[config.mk]
export PLATFORM = sky130hd
export DESIGN_NAME = key_expansion
export DESIGN_NICKNAME = d
export VERILOG_FILES = /design/src/rtl/key_expansion.sv
export SDC_FILE = /design/constraint.sdc
export NUM_CORES = 1
export LEC_CHECK = 0
export CORE_MARGIN = 2
export CORE_UTILIZATION = 30
export CTS_BUF_LIST = sky130_fd_sc_hd__clkbuf_4 sky130_fd_sc_hd__clkbuf_8
export CTS_CLUSTER_SIZE = 16
export DETAILED_ROUTE_END_ITERATION = 10
export PLACE_DENSITY_LB_ADDON = 0.15
export RECOVER_POWER = 50
export SLEW_MARGIN = 20
export SYNTH_ARGS = -nofsm -noshare
export SYNTH_HDL_FRONTEND = slang
export SYNTH_SLANG_ARGS = --single-unit
export TNS_END_PERCENT = 20
[constraint.sdc]
create_clock -name clk -period 4.6 [get_ports clk]
set_input_delay 1.15 -clock clk [delete_from_list [all_inputs] [get_ports clk]]
set_output_delay 1.15 -clock clk [all_outputs]
set_load 0.02 [all_outputs]
[src/rtl/key_expansion.sv]
// AES-128 key-schedule sequencer: emits round keys 0..NUM_ROUNDS, one per clock,
// using an external combinational sub_word fed with RotWord of the last word.
module key_expansion #(
  parameter int regSize    = 32,
  parameter int NUM_ROUNDS = 10
) (
  input  logic                   clk,
  input  logic                   rst,
  input  logic                   start,
  input  logic [4*regSize-1:0]   key_in,
  output logic [regSize-1:0]     sub_in,
  input  logic [regSize-1:0]     sub_out,
  output logic                   busy,
  output logic                   rk_valid,
  output logic [3:0]             rk_index,
  output logic [4*regSize-1:0]   rk_out,
  output logic                   done
);

  typedef enum logic {IDLE = 1'b0, EXPAND = 1'b1} state_t;

  state_t             state_reg, state_next;
  logic [regSize-1:0] w_reg  [4];
  logic [regSize-1:0] w_next [4];
  logic [regSize-1:0] step_w [4];
  logic [3:0]         idx_reg, idx_next;
  logic [7:0]         rcon_byte;
  logic [regSize-1:0] t_word;
  logic               last_round;

  // Rcon for the round being produced, i.e. Rcon(idx+1).
  always_comb begin
    rcon_byte = 8'h00;
    case (idx_reg)
      4'd0: rcon_byte = 8'h01;
      4'd1: rcon_byte = 8'h02;
      4'd2: rcon_byte = 8'h04;
      4'd3: rcon_byte = 8'h08;
      4'd4: rcon_byte = 8'h10;
      4'd5: rcon_byte = 8'h20;
      4'd6: rcon_byte = 8'h40;
      4'd7: rcon_byte = 8'h80;
      4'd8: rcon_byte = 8'h1b;
      4'd9: rcon_byte = 8'h36;
      default: rcon_byte = 8'h00;
    endcase
  end

  assign sub_in = {w_reg[3][regSize-9:0], w_reg[3][regSize-1:regSize-8]};
  assign t_word = sub_out ^ {rcon_byte, {(regSize-8){1'b0}}};

  // Ripple XOR chain: each new word depends on the freshly computed previous one.
  always_comb begin
    step_w[0] = w_reg[0] ^ t_word;
    for (int i = 1; i < 4; i++) begin
      step_w[i] = w_reg[i] ^ step_w[i-1];
    end
  end

  assign last_round = (idx_reg == 4'(NUM_ROUNDS));

  always_comb begin
    state_next = state_reg;
    idx_next   = idx_reg;
    for (int i = 0; i < 4; i++) begin
      w_next[i] = w_reg[i];
    end
    case (state_reg)
      IDLE: begin
        if (start) begin
          state_next = EXPAND;
          idx_next   = 4'd0;
          for (int i = 0; i < 4; i++) begin
            w_next[i] = key_in[(4-i)*regSize-1 -: regSize];
          end
        end
      end
      EXPAND: begin
        if (!last_round) begin
          idx_next = idx_reg + 4'd1;
          for (int i = 0; i < 4; i++) begin
            w_next[i] = step_w[i];
          end
        end else begin
          state_next = IDLE;
        end
      end
      default: state_next = IDLE;
    endcase
  end

  always_ff @(posedge clk) begin
    if (rst) begin
      state_reg <= IDLE;
      idx_reg   <= 4'd0;
      for (int i = 0; i < 4; i++) begin
        w_reg[i] <= '0;
      end
    end else begin
      state_reg <= state_next;
      idx_reg   <= idx_next;
      for (int i = 0; i < 4; i++) begin
        w_reg[i] <= w_next[i];
      end
    end
  end

  genvar gi;
  generate
    for (gi = 0; gi < 4; gi++) begin : g_rk_pack
      assign rk_out[(4-gi)*regSize-1 -: regSize] = w_reg[gi];
    end
  endgenerate

  assign rk_index = idx_reg;
  assign rk_valid = (state_reg == EXPAND);
  assign busy     = (state_reg == EXPAND);
  assign done     = (state_reg == EXPAND) && last_round;

endmodule

# [Word-level counts from Yosys, hierarchy flattened]
# Memories as Yosys holds them, arrays and structs flattened. A register that Yosys moved wholly into a read port is not among the register bits.
# Cells that the tools add are included.
[classes] addsub=1 n_eq_ne=3 muxes=18 bitwise_logic=10 n_reduce_logical=2
[op_table] operator="$mux W128" count=2
[op_table] operator="$pmux W128 S2" count=1
[op_table] operator="$xor A32 B32 Y32" count=5
[op_table] operator="$mux W32" count=4
[op_table] operator="$mux W4" count=4
[op_table] operator="$pmux W4 S2" count=1
[op_table] operator="$mux W1" count=5
[op_table] operator="$add A4 B1 Y4 const B" count=1
[op_table] operator="$eq A4 B4 Y1 const B" count=1
[op_table] operator="$ne A2 B2 Y1 const B" count=2
[op_table] operator="$or A1 B1 Y1" count=4
[op_table] operator="$pmux W1 S2" count=1
[op_table] operator="$reduce_and A2 Y1" count=1
[op_table] operator="$logic_and A1 B1 Y1" count=1
[op_table] operator="$not A1 Y1" count=1
[totals] reg_bits=5 mem_bits_rw=128 mem_bits_ro=128 input_bits=163 output_inout_bits=167 elab_cells=38 mem_count=2
[memory_table] name="(no name shown)" depth=16 width=8 rd=1 rd_ports_with_merged_regs=1 write_ports=0 line_no="34" text="case (idx_reg)"
[memory_table] name="w_reg" depth=4 width=32 rd=4 rd_ports_with_merged_regs=0 write_ports=4 line_no="23" text="logic [regSize-1:0] w_reg [4];"

# [Longest topological paths before layout]
# Gate-level depths: netlist (run 1).
[depth] depth_word=8 ltp_mapped=10 depth_no_buf=7

# [Worst setup path after synthesis (run 1)]
# OpenSTA, ideal clock, no wires.
[synth_path] path_type="reg-to-output" from="reg idx_reg[0] (netlist: rk_index[0])" to="out done" t_arrival_ns=1.237 required_time_ns=3.450 slack_ns=2.213 path_stages_with_launch=5 path_buffers=1 path_cell_list="dfxtp_1 > clkbuf_1 > inv_1 > ha_1 > and4b_4"
[synth_between] elab_chain_len=2
[synth_rtl] item="start, declared" line_no="26" text="logic [3:0] idx_reg, idx_next;"
[synth_rtl] item="start signal, assigned" line_no="101" text="idx_reg <= idx_next;"
[synth_rtl] item="$eq A4 B4 Y1" line_no="60" text="assign last_round = (idx_reg == 4'(NUM_ROUNDS));"
[synth_rtl] item="$logic_and A1 B1 Y1" line_no="118" text="assign done = (state_reg == EXPAND) && last_round;"
[synth_rtl] item="end, declared" line_no="17" text="output logic done"
# No other way between the ends.

==> results of run 1 <==
## kinds of logic after synthesis
family	after synthesis
and+or+nand+nor	415
AOI/OAI and AO/OA	300
DFF	141
buffers and inverters	121
xor gates and xnor gates	75
adders and majority gates	2
## layer usage
layer  wire [um]  share of wire  track usage
met1       13440           0.46       0.2667
met2       13690           0.47       0.3158
met3        1776          0.061      0.04535
met4         327          0.011      0.04385
met5          22        0.00075            0
## where the power goes
part,internal [mW],switching [mW]
clock network,0.465,0.535
logic,0.654,0.687
registers,1.34,0.136
## final cells by class
type | instances | area (um2)
fill | 2694 | 15120
multi-input combinational | 792 | 4870
timing repair buffer | 337 | 3374
sequential | 141 | 2826
tap | 341 | 426.7
clock buffer | 20 | 269.0
clock inverter | 12 | 110.1
inverter | 7 | 31.28
antenna | 1 | 2.502
## worst max path at each step
stage | startpoint | endpoint | slack [ns] | cells past startpoint
floorplan | rk_index[0]$_SDFFE_PP0N_ | done | 2.21 | 4
global placement | start | rcon_byte[3]$_DFF_P_ | 1.45 | 6
detailed placement | start | w_reg[0][76]$_SDFFE_PP0N_ | 1.44 | 7
CTS | busy$_SDFF_PP0_ | done | 1.09 | 2
global route | busy$_SDFF_PP0_ | rcon_byte[2]$_DFF_P_ | 0.65 | 6
finish | rst | w_reg[0][42]$_SDFFE_PP0N_ | 0.96 | 3
## worst max-delay path, delay by kind of cell
| kind | cells | cell delay (ns) |
|---|---|---|
| simple gates | 1 | 0.16 |
| buf+inv | 2 | 2.51 |
## per-stage QoR
step,total power [mW],cells,hold WS (ns)
6_report,3.813,1651,0.4913
4_1_cts,3.903,1650,0.5019
5_1_grt,4.034,1651,0.5138
2_1_floorplan,2.329,1054,0.5554
3_3_place_gp,2.879,1618,0.4776
3_5_place_dp,2.885,1618,0.4850
## cells in the final DEF (no fill, tap or decap), types with 4 or more instances in the layout
cell type          n
a311oi_1           4
dfxtp_1          140
a21oi_1          100
a32oi_1           24
dlygate4sd3_1    124
nand2b_1          12
xnor2_1           14
nand2_1          174
nor3_1            57
a211oi_1          43
inv_1              6
clkdlybuf4s50_1  203
nand3_1            6
clkbuf_8          19
o32ai_1            4
inv_6              4
nor2b_1           25
o2bb2ai_1         26
o21ai_0           54
xor2_1            30
a21o_1            25
a31oi_1            5
nor2_1           124
xnor3_1           31
clkinvlp_4         5
==> impl_results.md, run 1 <==
* Synth Area in Adders at 0.003016
* Mean cell area of the mapped netlist at between 7 and 8 um2
* Vias at approximately 8400
* RD Place Congestion at 0.8084
* Async SR Flop Fraction at 0
* Hold_buf cts at 0
* Slew headroom at -0.1514
* Placed cell areas at approximately 12000 um2
* Failing checks: max-capacitance violations, max-slew violations
* Most used DFF post-synth: dfxtp_1
* Syn Nets at around 1200
* Antenna violation net count after detailed routing at 0
* Root buffer cell: clkbuf_8
* Min-Delay Endpoint: w_reg[0][119]$_SDFFE_PP0N_
* Detailed Route Iter0 Violations at about 470
* Row cnt at 60
* Setup violators final at 0
* Worst Skew at between 0.02 and 0.025 ns
* Global-route wire length before repair at about 45000 um
* I/O pin cnt at between 300 and 400
* Final setup margin at 0.9599 ns
* LEAKAGE at around 4.9 nW
* Post-route DRC at 0
* Worst VDD drop at about 0.14 mV
* PwrDens at 320.1 nW/um2
* Cells after synthesis at 1054
* Crit path top cell by count: clkbuf_2
* Register area share after synthesis at 0.3402
* Critical Path Source Type: input pin
* Max reg flops at roughly 130
* Number of I/O port buffers at 329
* Max H-tree Level at 4
* Clk Latency, worst-skew pair at 0.45 ns
* CTS tree: yes
* CTS Buf Count at 17
* Post-synthesis cell area at approximately 8300 um2
* Area grow syn2layout at 43.55%
* Hold Path Stages at 2
* Worst Setup Path Type: in2reg
* R2R Setup Slk at approximately 0.97 ns
* Simple-gate share of the synthesized area at 0.2167
* DIE HEIGHT at around 170 um
* Final worst path period need at about 3.6 ns
* Post-synth top cells: nand2_1, dfxtp_1, nor2_1
* #FFs+latches synth at around 140
* Place WS at approximately 1.4 ns
* Worst slew pin tran at between 1.5 and 2 ns
* WP data arrival at a little under 4 ns
* Final HPWL DP at a little under 20000 um
* Final Util at 0.4407
* Total GRT Usage at 0.1960
* Final hold violations at 0
* Worst-path cell chain: clkbuf_2, clkbuf_2, nor3_1
* Number of enable flip-flop cells after synthesis at 0
* Reg-to-Reg Start: busy$_SDFF_PP0_
* RSZ-0062 raised after global routing: false
* Overflow left after global routing at 0
* Critical Path End Type: flip-flop
* Number of global-route vias before repair at 7837
* Crit path max fanout at 74
* Compound-Gate Fraction of Synth Area at 0.2365
* Status: finished, violations left
* Synth area leaders: dfxtp_1, xnor3_1, nand2_1
* R2r worst-path depth at 6
* Synth area leader: dfxtp_1
* Hold WC Path Type: reg2reg
* Max_cap viols at 3
* CP max stage cell: clkbuf_2
* Cell area after layout at ~12000 um2
* Multiplexer share of the synthesized area at 0
* Via density at between 5 and 6
* Top-count cell post-synth: nand2_1
* Initial antenna violation count at 3
* TritonCTS Sinks at approximately 140
* Critical Path RT at 4.86 ns
* Initial Util at 0.3070
* Longest Clk Path Bufs at 2
* Reg2reg end: rcon_byte[2]$_DFF_P_
* Setup TNS at 0 ns
* Total setup buffers inserted after CTS at 0
* Nets at approximately 1500
* Worst path max stage delay at about 1.4 ns
* Synth top area share at 0.3402
* CTS resizes at 0
* Post-route clock period utilization at 0.7913
* Distinct cells, synth at 52
* Die X at about 170 um
* Largest net degree at the start of global routing at 115
* HP Start: w_reg[0][119]$_SDFFE_PP0N_
* Total Routed Length at approximately 29000 um
* Avg WL per Cell at 17.72 um
* Die area at 29000 um2
* DRT Pass-1 Iters at 4
* Largest family of logic cells by synthesized area: compound AO/OA/AOI/OAI gates
* Yosys warns at 0
* Core area at between 20000 and 30000 um2
* Layout cell share with drive strength beyond 1 at 0.03667
* Slew Limit Fails at 177
* XOR/XNOR Fraction of Synth Area at 0.1306
* Clock transition at path regs at around 0.09 ns
* F_max at between 200 and 300 MHz
No activity file was read; power rests on OpenSTA's default activity.
==> run 2, diff against run 1 <==
==> constraint.sdc (replaced) <==
create_clock -name clk -period 3.3 [get_ports clk]
set_input_delay 0.825 -clock clk [delete_from_list [all_inputs] [get_ports clk]]
set_output_delay 0.825 -clock clk [all_outputs]
set_load 0.02 [all_outputs]
==> run 2 against run 1 <==
The run now ends clean. Via count down 1.2%. Critical path depth unchanged. Utilization up 0.36 points. Non-clock buffer count up 3. Cell area up 0.82%. Sequential share of layout area down 0.19 points. Wire length up 1.0%. Count of clock-buffer cells in the layout down 1. Critical endpoint is now done.
==> impl_results.md, run 2 (same netlist as run 1, synthesis figures left out) <==
* Clock transition at path regs at roughly 0.10 ns
* Critical Path RT at 2.47 ns
* Root buffer cell: clkbuf_8
* Layout cell share with drive strength beyond 1 at 0.03963
* Critical Path End Type: output pin
* Worst path max stage delay at approximately 0.6 ns
* Crit path max-delay family: buffers and inverters
* Slew headroom at 0.3417
* LEAKAGE at around 5.0 nW
* Initial antenna violation count at 1
* Overflow left after global routing at 0
* Row cnt at 60
* Setup violators final at 0
* Worst-path cell chain: ha_1, and4b_4, clkdlybuf4s50_1
* Number of I/O port buffers at 329
* Critical Path Source Type: flip-flop
* Psw at about 1.9 mW
* CTS resizes at 0
* WP data arrival at 2.23 ns
* Clock power frac at 0.286
* Total setup buffers inserted after CTS at 0
* Worst Setup Path Type: reg2out
* Die area at around 29000 um2
* Number of global-route vias before repair at about 8000
* CP bufs+invs at 1
* Vias at 8310
* Gate power share at 0.343
* Post-route DRC at 0
* Reg power frac at 0.370
* Largest net degree at the start of global routing at 110
* Crit path max fanout at 8
* Hold_buf cts at 0
* Worst slew pin tran at 0.9875 ns
* Pint at 3.575 mW
* CTS tree: yes
* Avg WL per Cell at 17.87 um
* PwrDens at around 460 nW/um2
* Antenna violation net count after detailed routing at 0
* Slew Limit Fails at 0
* Area grow syn2layout at 44.73%
* Total GRT Usage at 0.2007
* Worst VDD drop at 0.1822 mV
* I/O pin cnt at 330
* Max H-tree Level at 4
* Status: finished, final reports clean
* Longest Clk Path Bufs at 2
* Total Routed Length at a little under 30000 um
* Hold WC Path Type: reg2reg
* Clk Latency, worst-skew pair at between 0.4 and 0.5 ns
* Detailed Route Iter0 Violations at between 500 and 600
* Max_cap viols at 0
* TritonCTS Sinks at approximately 140
* Initial Util at 0.3070
* Final HPWL DP at roughly 20000 um
* Final hold violations at 0
* RD Place Congestion at around 0.81
* Switching Fraction at 0.3493
* Max reg flops at ~130
* Leading cell type in the layout, fill and taps excluded: clkdlybuf4s50_1
* CTS Buf Count at 17
* Total power draw at about 5.5 mW
* Post-route clock period utilization at 0.9258
* CP max stage cell: clkdlybuf4s50_1
* Via density at ~5.0
* Worst Skew at 0.02024 ns
* Core area at 27030 um2
* F_max at ~330 MHz
* Die X at about 170 um
* Global-route wire length before repair at ~46000 um
* DRT Pass-1 Iters at 5
* Final worst path period need at approximately 3 ns
* RSZ-0062 raised after global routing: false
* Setup TNS at 0 ns
* Most frequent cells in the layout: clkdlybuf4s50_1, nand2_1, dfxtp_1, nor2_1, dlygate4sd3_1
* Nets at ~1500
* DIE HEIGHT at 170.3 um
==> run 2: cell count changes in the layout (fill, tap and decap cells not counted), sizes merged <==
cell,previous run,this run
buf,7,11
clkdlybuf4s50,203,207
dlygate4sd3,124,120
clkinvlp,5,2
bufinv,1,3
clkbuf,23,21
clkinv,2,3
inv,11,12
==> run 2: final timing paths <==
check	start	to	slack [ns]	cells after the start
worst min-delay path	w_reg[0][119]$_SDFFE_PP0N_	w_reg[0][119]$_SDFFE_PP0N_	0.49	2
worst max-delay path	rk_index[1]$_SDFFE_PP0N_	done	0.24	3
worst min register to register	w_reg[0][119]$_SDFFE_PP0N_	w_reg[0][119]$_SDFFE_PP0N_	0.49	2
worst max register to register	busy$_SDFF_PP0_	w_reg[0][43]$_SDFFE_PP0N_	0.40	6
==> run 2: cell type report <==
| type | count | area (um2) |
|---|---|---|
| inverters | 7 | 31.28 |
| flip-flops and latches | 141 | 2826 |
| well taps | 341 | 426.7 |
| fillers | 2716 | 15020 |
| multi-input cells | 792 | 4873 |
| repair buffers | 340 | 3412 |
| clock buffers | 19 | 255.2 |
| diodes | 1 | 2.502 |
| clock inverters | 13 | 180.2 |
==> run 2: worst register-to-register path: stages, from the launching register on <==
cell and delay, ns:
dfxtp_4 0.48, clkbuf_1 0.77, nor2_1 0.30, or2_4 0.35, buf_4 0.36, a211oi_1 0.43
nor3_1 0.08
==> run 2: stage by stage <==
step | std cells | setup slack [ns] | area, um2 | utilization | hold WS, ns
after floorplan | 1054 | 1.004 | 8297 | - | 0.5554
after global placement | 1621 | 0.5917 | 11580 | 0.4283 | 0.4763
after detailed placement | 1621 | 0.5563 | 11580 | 0.4283 | 0.4840
after CTS | 1653 | 0.2258 | 12010 | 0.4444 | 0.5005
after global routing | 1654 | 0.1447 | 12010 | 0.4443 | 0.5139
final | 1654 | 0.2449 | 12010 | 0.4443 | 0.4891
==> run 2: metal layers <==
layer  up-vias  global-route usage  share of wire
met3        23             0.04395          0.057
met4         0             0.05611          0.015
met5         -                   0              0
met1      3897              0.2763           0.46
met2       246              0.3160           0.47
li1       4144                   -              -
==> run 2: power by group through the flow <==
stage / clock (mW) / combinational (mW) / sequential, mW
floorplan: 0 / 1.02 / 2.23
global placement: 0 / 1.93 / 2.08
detailed placement: 0 / 1.94 / 2.08
CTS: 1.63 / 1.95 / 2.04
global route: 1.69 / 2.06 / 2.06
finish: 1.57 / 1.89 / 2.03
==> run 3, diff against run 2 <==
--- a/config.mk
+++ b/config.mk
@@ -12,6 +12,7 @@
 export DETAILED_ROUTE_END_ITERATION = 10
 export PLACE_DENSITY_LB_ADDON = 0.15
 export RECOVER_POWER = 50
+export SKIP_LAST_GASP = 1
 export SLEW_MARGIN = 20
 export SYNTH_ARGS = -nofsm -noshare
 export SYNTH_HDL_FRONTEND = slang
==> results of run 3 <==
The final DEF is identical to that of run 2; final timing and power are the same.
